File: src/rtl/bcd_count_bank_pkg.sv
// Shared constants and state encoding for the BCD count bank.
package bcd_count_bank_pkg;
    localparam int              BCD_W   = 4;
    localparam logic [BCD_W-1:0] BCD_MAX = 4'd9;

    typedef enum logic {
        IDLE   = 1'b0,
        RIPPLE = 1'b1
    } state_t;
endpackage

File: src/rtl/bcd_digit_add.sv
// Single BCD digit add: digit + inc + carry_in, with decimal carry out.
module bcd_digit_add
    import bcd_count_bank_pkg::*;
(
    input  logic [BCD_W-1:0] digit_in,
    input  logic             inc,
    input  logic             carry_in,
    output logic [BCD_W-1:0] digit_out,
    output logic             carry_out
);
    logic [BCD_W-1:0] sum;

    // Inputs never exceed 9 + 1 + 1, so the sum fits in one nibble.
    assign sum       = digit_in + {{(BCD_W-1){1'b0}}, inc} + {{(BCD_W-1){1'b0}}, carry_in};
    assign carry_out = (sum > BCD_MAX);
    assign digit_out = carry_out ? (sum - (BCD_MAX + 4'd1)) : sum;
endmodule

File: src/rtl/bcd_count_bank.sv
// DIGITS-wide BCD counter; per-digit increments applied with a serial
// carry ripple, one digit per clock, and a glitch-free display register.
module bcd_count_bank
    import bcd_count_bank_pkg::*;
#(
    parameter int DIGITS = 6
) (
    input  logic                  clk,
    input  logic                  reset,
    input  logic [DIGITS-1:0]     trigger,
    input  logic                  inc_clk,
    input  logic                  ref_clk,
    output logic [4*DIGITS-1:0]   count_out,
    output logic                  busy,
    output logic                  overflow
);
    localparam int               IDX_W = (DIGITS > 1) ? $clog2(DIGITS) : 1;
    localparam logic [IDX_W-1:0] LAST  = IDX_W'(DIGITS - 1);

    state_t                       state, state_nxt;
    logic [DIGITS-1:0][BCD_W-1:0] work, work_nxt;
    logic [DIGITS-1:0]            mask;
    logic                         carry;
    logic                         ref_pending;
    logic [IDX_W-1:0]             idx;
    logic [BCD_W-1:0]             add_digit;
    logic                         add_carry;
    logic                         last;

    assign last = (idx == LAST);
    assign busy = (state == RIPPLE);

    bcd_digit_add u_add (
        .digit_in  (work[idx]),
        .inc       (mask[idx]),
        .carry_in  (carry),
        .digit_out (add_digit),
        .carry_out (add_carry)
    );

    always_comb begin
        state_nxt = state;
        case (state)
            IDLE:   if (inc_clk) state_nxt = RIPPLE;
            RIPPLE: if (last)    state_nxt = IDLE;
        endcase
    end

    // Working count after this cycle's digit update; also what the display
    // picks up on the final ripple edge so it never shows a partial result.
    always_comb begin
        work_nxt      = work;
        work_nxt[idx] = add_digit;
    end

    always_ff @(posedge clk or posedge reset) begin
        if (reset) begin
            state       <= IDLE;
            work        <= '0;
            mask        <= '0;
            carry       <= 1'b0;
            idx         <= '0;
            ref_pending <= 1'b0;
            count_out   <= '0;
            overflow    <= 1'b0;
        end else begin
            state <= state_nxt;
            case (state)
                IDLE: begin
                    if (ref_clk) count_out <= work;
                    if (inc_clk) begin
                        mask  <= trigger;
                        carry <= 1'b0;
                        idx   <= '0;
                    end
                end
                RIPPLE: begin
                    work  <= work_nxt;
                    carry <= add_carry;
                    idx   <= idx + 1'b1;
                    if (ref_clk) ref_pending <= 1'b1;
                    if (last) begin
                        if (add_carry) overflow <= 1'b1;
                        if (ref_pending || ref_clk) count_out <= work_nxt;
                        ref_pending <= 1'b0;
                    end
                end
            endcase
        end
    end
endmodule

File: config.mk
export PLATFORM = sky130hd
export DESIGN_NAME = bcd_count_bank
export DESIGN_NICKNAME = d
export VERILOG_FILES = /design/src/rtl/bcd_count_bank_pkg.sv /design/src/rtl/bcd_digit_add.sv /design/src/rtl/bcd_count_bank.sv
export SDC_FILE = /design/constraint.sdc
export NUM_CORES = 1
export LEC_CHECK = 0
export ABC_AREA = 1
export ABC_CLOCK_PERIOD_IN_PS = 8500
export CORE_MARGIN = 4
export CORE_UTILIZATION = 55
export DETAILED_ROUTE_END_ITERATION = 8
export HOLD_SLACK_MARGIN = 0.08
export PLACE_DENSITY = 0.79
export SYNTH_ARGS = -nofsm -noshare
export SYNTH_HDL_FRONTEND = slang
export SYNTH_SLANG_ARGS = --single-unit
File: constraint.sdc
create_clock -name clk -period 8.5 [get_ports clk]
set_input_delay 1.7 -clock clk [delete_from_list [all_inputs] [get_ports clk]]
set_output_delay 1.7 -clock clk [all_outputs]
set_load 0.02 [all_outputs]
### After elaboration in Yosys (flattened, before gate mapping)

Index checks and enable logic that the tools add are counted.

| operators by class | value |
|---|---|
| $add $sub $neg | 4 |
| $mul | 0 |
| div/mod/pow operators | 0 |
| order comparisons | 3 |
| equal/unequal tests | 5 |
| shift operators | 0 |
| mux-type cells | 21 |
| bitwise logic cells | 1 |
| reduce and logical (&&, ||, !) cells | 7 |

Operators with widths:

| operator | number |
|---|---|
| $mux 24 | 3 |
| $pmux 24 s2 | 1 |
| $bwmux 24 | 1 |
| $bmux 4 s3 | 1 |
| $demux 4 s3 | 1 |
| $mux 4 | 3 |
| $add 4x1->4 | 2 |
| $mux 1 | 6 |
| $pmux 3 s2 | 1 |
| $reduce_and 3->1 | 2 |
| $gt 4x4->1 const B | 1 |
| $lt 3x4->1 const B | 1 |
| $ne 2x1->1 const B | 2 |
| $ne 2x2->1 const B | 2 |
| $pmux 1 s2 | 2 |
| $reduce_and 2->1 | 2 |
| $sub 4x4->4 const B | 1 |
| $add 3x1->3 const B | 1 |
| $bmux 1 s3 | 1 |
| $eq 3x3->1 const B | 1 |
| $ge 3x1->1 const B | 1 |
| $mux 3 | 1 |
| $reduce_bool 2->1 | 1 |
| $logic_and 1x1->1 | 1 |
| 2 further kinds | 2 |

| storage, ports and cells | value |
|---|---|
| register bits | 61 |
| latch bits | 0 |
| bits in writable memories | 0 |
| ROM bits | 0 |
| input port bits | 10 |
| output and inout bits | 26 |
| word-level logic and storage cells | 54 |
| memories | 0 |

### Depth between registers and ports, before layout

| depth | value |
|---|---|
| depth in word-level cells | 10 |
| gate-level depth with buffers | 18 |

### By module

A second synthesis with hierarchy kept.

| unflattened totals | value |
|---|---|
| cells, all modules | 376 |
| area total of the unflattened synthesis | 3027.9 um^2 |

Modules (own cells, without submodules):

| module | instances | cells an instance | area each (um^2) | sequential area each (um^2) |
|---|---|---|---|---|
| bcd_count_bank | 1 | 339 | 2836.5 | 1526.5 |
| bcd_digit_add | 1 | 37 | 191.4 | 0.0 |

### Worst setup path before layout

OpenSTA, ideal clock, no wires.

| timing path | value |
|---|---|
| path type | flip-flop to flip-flop |
| start | register idx[0] |
| end | register count_out[15] |
| library setup time | 118 ps |
| arrival time | 2718 ps |
| required time | 8382 ps |
| slack | 5664 ps |
| stages on the path, launching flop included | 18 |
| buffers on the path | 3 |
| path through | dfrtp_1 -> buf_2 -> buf_2 -> nand2_1 -> nand2_1 -> a21oi_1 -> a2111oi_0 -> fa_1 -> ha_1 -> nand2_1 -> nand2_1 -> inv_1 -> ha_1 -> o21ai_4 -> buf_6 -> nand2_1 -> nand3b_1 -> nand2_1 |

| between the ends | value |
|---|---|
| word-level cells in the longest chain between the ends | 10 |
| elaborated cells on any way between the ends | 21 |
| classes of those cells | add/sub (3); order compare (3); eq/ne (2); mux (11); reduce/logical (2) |

Ends and longest elaborated chain:

| element | RTL line | RTL |
|---|---|---|
| start, declared | bcd_count_bank.sv:25 | `logic [IDX_W-1:0] idx;` |
| start signal, assigned | bcd_count_bank.sv:80 | `idx <= idx + 1'b1;` |
| $bmux 4 s3 / $bmux 1 s3 (equally long branches) | bcd_count_bank.sv:34, bcd_count_bank.sv:35 |  |
| $mux 4 (not written as such) / $mux 1 (equally long branches) | bcd_count_bank.sv:34, bcd_count_bank.sv:35 |  |
| $add 4x1->4 (2 in series) | bcd_digit_add.sv:14 | `assign sum = digit_in + {{(BCD_W-1){1'b0}}, inc} + {{(BCD_W-1){1'b0}}, carry_in};` |
| $sub 4x4->4 / $gt 4x4->1 (equally long branches) | bcd_digit_add.sv:16, bcd_digit_add.sv:15 |  |
| $mux 4 | bcd_digit_add.sv:16 | `assign digit_out = carry_out ? (sum - (BCD_MAX + 4'd1)) : sum;` |
| $bwmux 24 | bcd_count_bank.sv:53 | `work_nxt[idx] = add_digit;` |
| $mux 24 | bcd_count_bank.sv:84 | `if (ref_pending \|\| ref_clk) count_out <= work_nxt;` |
| $mux 24 | bcd_count_bank.sv:82 | `if (last) begin` |
| $pmux 24 s2 | bcd_count_bank.sv:68 | `case (state)` |
| end signal, assigned | bcd_count_bank.sv:70 | `if (ref_clk) count_out <= work;` |
| end signal, assigned | bcd_count_bank.sv:84 |  |
| end, declared | bcd_count_bank.sv:13 | `output logic [4*DIGITS-1:0] count_out,` |

Parallel ways exist; a longest one is shown, timed or not. The select of a mux whose other input is x is not followed.
A chain may end at the register's enable or synchronous reset.

### Final worst setup path

| timing path | value |
|---|---|
| start | input port ref_clk |
| end | register count_out[6] |

| between the ends | value |
|---|---|
| word-level cells in the longest chain between the ends | 3 |
| elaborated cells on any way between the ends | 4 |
| classes of those cells | eq/ne (2); reduce/logical (2) |

Ends and longest elaborated chain:

| element | RTL line | RTL |
|---|---|---|
| start, declared | bcd_count_bank.sv:12 | `input logic ref_clk,` |
| $logic_or 1x1->1 | bcd_count_bank.sv:84 |  |
| $ne 2x1->1 (no line) | - |  |
| $reduce_and 3->1 (no line) (*) | - |  |

Every way passes the cells marked *; elsewhere a longest branch is shown, timed or not.

==> impl_metrics.yaml <==
run_status:
  status: "finished, final reports clean"
critical_path:
  critPathCaptureType: "register"
  critPathRequiredTime_ns: 8.73
  crit_type: "input pin to register"
  cp.arrival_ns: 3.84
  cp-start-kind: "input pin"
  r2r_cells: 16
  critPathMaxFanout: 25
detailed_routing:
  via_count: 2438
  first_iter_violations: 146
  routedWlPerCell_um: 14.2
  drt_pre_antenna_iters: 6
  drt-total-wl_um: 6740
  drt.antenna.violating_nets: 0
  drc: 0
  viasPerCell: 5.13
placement:
  dp_hpwl_um: 4660
  io_buffers: 35
  gp_congestion: 0.950
  dp_cells: 459
yosys:
  yosysSeqAreaShare: 0.506
  synth.largest_area_cell: "dfrtp_1"
  async_flop_share: 1.00
  synth-edff-count: 0
  ys_ff_latch: 61
  ys.flop_type: "dfrtp_1"
  postSynthAreaPerCell_um2: 8.34
  synth.top_cell.area_share: 0.506
  syn_inst: 362
  syn_area_mm2: 0.00302
  syn-num-nets: 377
  yosysWarnings: 0
  synth_cell_type_count: 35
  synthTopCellsByArea: "dfrtp_1 (51%), nand2_1 (14%), nand3_1 (6.3%), inv_1 (5.3%), nor2_1 (2.5%)"
timing:
  rsz0062_at_grt: "false"
  fmax_mhz: 278
  skew_ns: 0.00742
  tns_ns: 0
  maxSlewHeadroom: 0.431
  maxSlewViolCount: 0
  post-route-min-period_ns: 3.60
  tightest_slew_ns: 0.852
  fin_crit_sh: 0.424
  hold_violations: 0
  setup_viol: 0
final_layout:
  diodes: 0
  layout-drive-gt1-share: 0.138
  finalNonFillerCells: 475
  areaGrowthSynthToFinish_pct: 19.2
  final_common_cell: "nand2_1"
  fillCellCount: 442
  layout_common_cells: "nand2_1 (115), dfrtp_1 (61), inv_1 (42)"
  nets: 415
clock_network:
  clk_transition_reported_paths_ns: 0.07
  cts_buffers: 9
  cts_resized: 0
  htreeDepth: 3
  clkSinkCount: 61
  post_cts_buffers: 0
  cts_tree: "built"
  worstSkewPairLatency_ns: 0.35
  clockRootBuffer: "clkbuf_8"
  ctsHoldBuffers: 0
  ctsLongestPathBuffers: 2
hold_path:
  hold_depth: 2
  hp-class: "register to register"
floorplan:
  dieArea_mm2: 0.00674
  die_h_um: 82.1
  io_pins: 36
  start_util: 0.580
  core_area_mm2: 0.00520
  die_w_um: 82.1
  fp-row-count: 26
global_routing:
  grt.total_usage: 0.229
  grt_pass1_wl_um: 11300
  antenna_found_initial: 0
  grt_pass1_vias: 2375
  grt_overflow: 0
  grt_start_max_net_pins: 62
run:
  maxCapViolCount: 0
==> layer usage <==
layer / share of wire / wire (um) / up-vias / track usage
met5: 0 / 0 / - / 0
met4: 0.025 / 169 / 0 / 0.113
met3: 0.057 / 387 / 16 / 0.0526
met2: 0.46 / 3130 / 69 / 0.343
met1: 0.45 / 3050 / 1132 / 0.313
li1: - / - / 1221 / -
==> cell type report <==
cell class	count	area, um2	share of cell area
repair buffers	36	358	0.0995
clock buffers	12	155	0.0431
inverters	50	188	0.0522
flip-flops and latches	61	1530	0.424
multi-input cells	242	1260	0.350
clock inverters	4	22.5	0.00626
well taps	70	87.6	0.0244
==> synth_stat cells (2+ instances only) <==
cell type	count
o22ai_1	2
dfrtp_1	61
o21ai_1	3
nor2_1	20
nand2_2	4
or2_2	8
nand2_1	115
o211ai_1	2
buf_2	3
a21boi_1	2
a21oi_1	7
clkbuf_1	3
nor2_4	3
nand3_2	7
nand3_1	38
nand3b_1	4
ha_1	4
buf_1	2
inv_2	7
inv_1	43
mux2_2	6
o21ai_0	5
==> sequential cells by signal, indices dropped and copies added (netlist names) <==
signal and flops:
idx 3, ref_pending 1, overflow 1, work 24, carry 1, count_out 24
busy 1, mask 6
==> path summary, 6_finish.rpt <==
path / startpoint / end / slack [ns]
max: ref_clk / count_out[6] / 4.90
min: count_out[12] / count_out[12] / 0.48
max reg2reg: idx[0] / count_out[11] / 4.95
min reg2reg: count_out[12] / count_out[12] / 0.48
max in group asynchronous: reset / work[18] / 6.14
min in group asynchronous: reset / count_out[8] / 1.88
==> worst max-delay path: stages <==
cell             delay [ns]
clkdlybuf4s50_1        0.43
a21o_1                 0.17
nand2_1                0.62
inv_1                  0.59
nand3_1                0.25
nand2_1                0.06
==> metrics by stage <==
stage	util	setup slack, ns	area [um2]	hold slack [ns]
6_report	0.691	4.90	3600	0.482
5_1_grt	0.691	4.64	3600	0.507
4_1_cts	0.691	4.89	3600	0.485
3_5_place_dp	0.657	4.52	3420	0.464
3_3_place_gp	0.657	4.60	3420	0.460
2_1_floorplan	-	5.29	3020	0.462
==> cells by family after synthesis <==
family	synth area share
simple gates	0.312
flops	0.506
compound gates	0.0597
buf+inv	0.0771
mux	0.0224
fa+ha+maj	0.0232
Power is left out: the tool's default activity adds up to more than one toggle a clock period on the data nets, which glitch-free logic cannot reach.
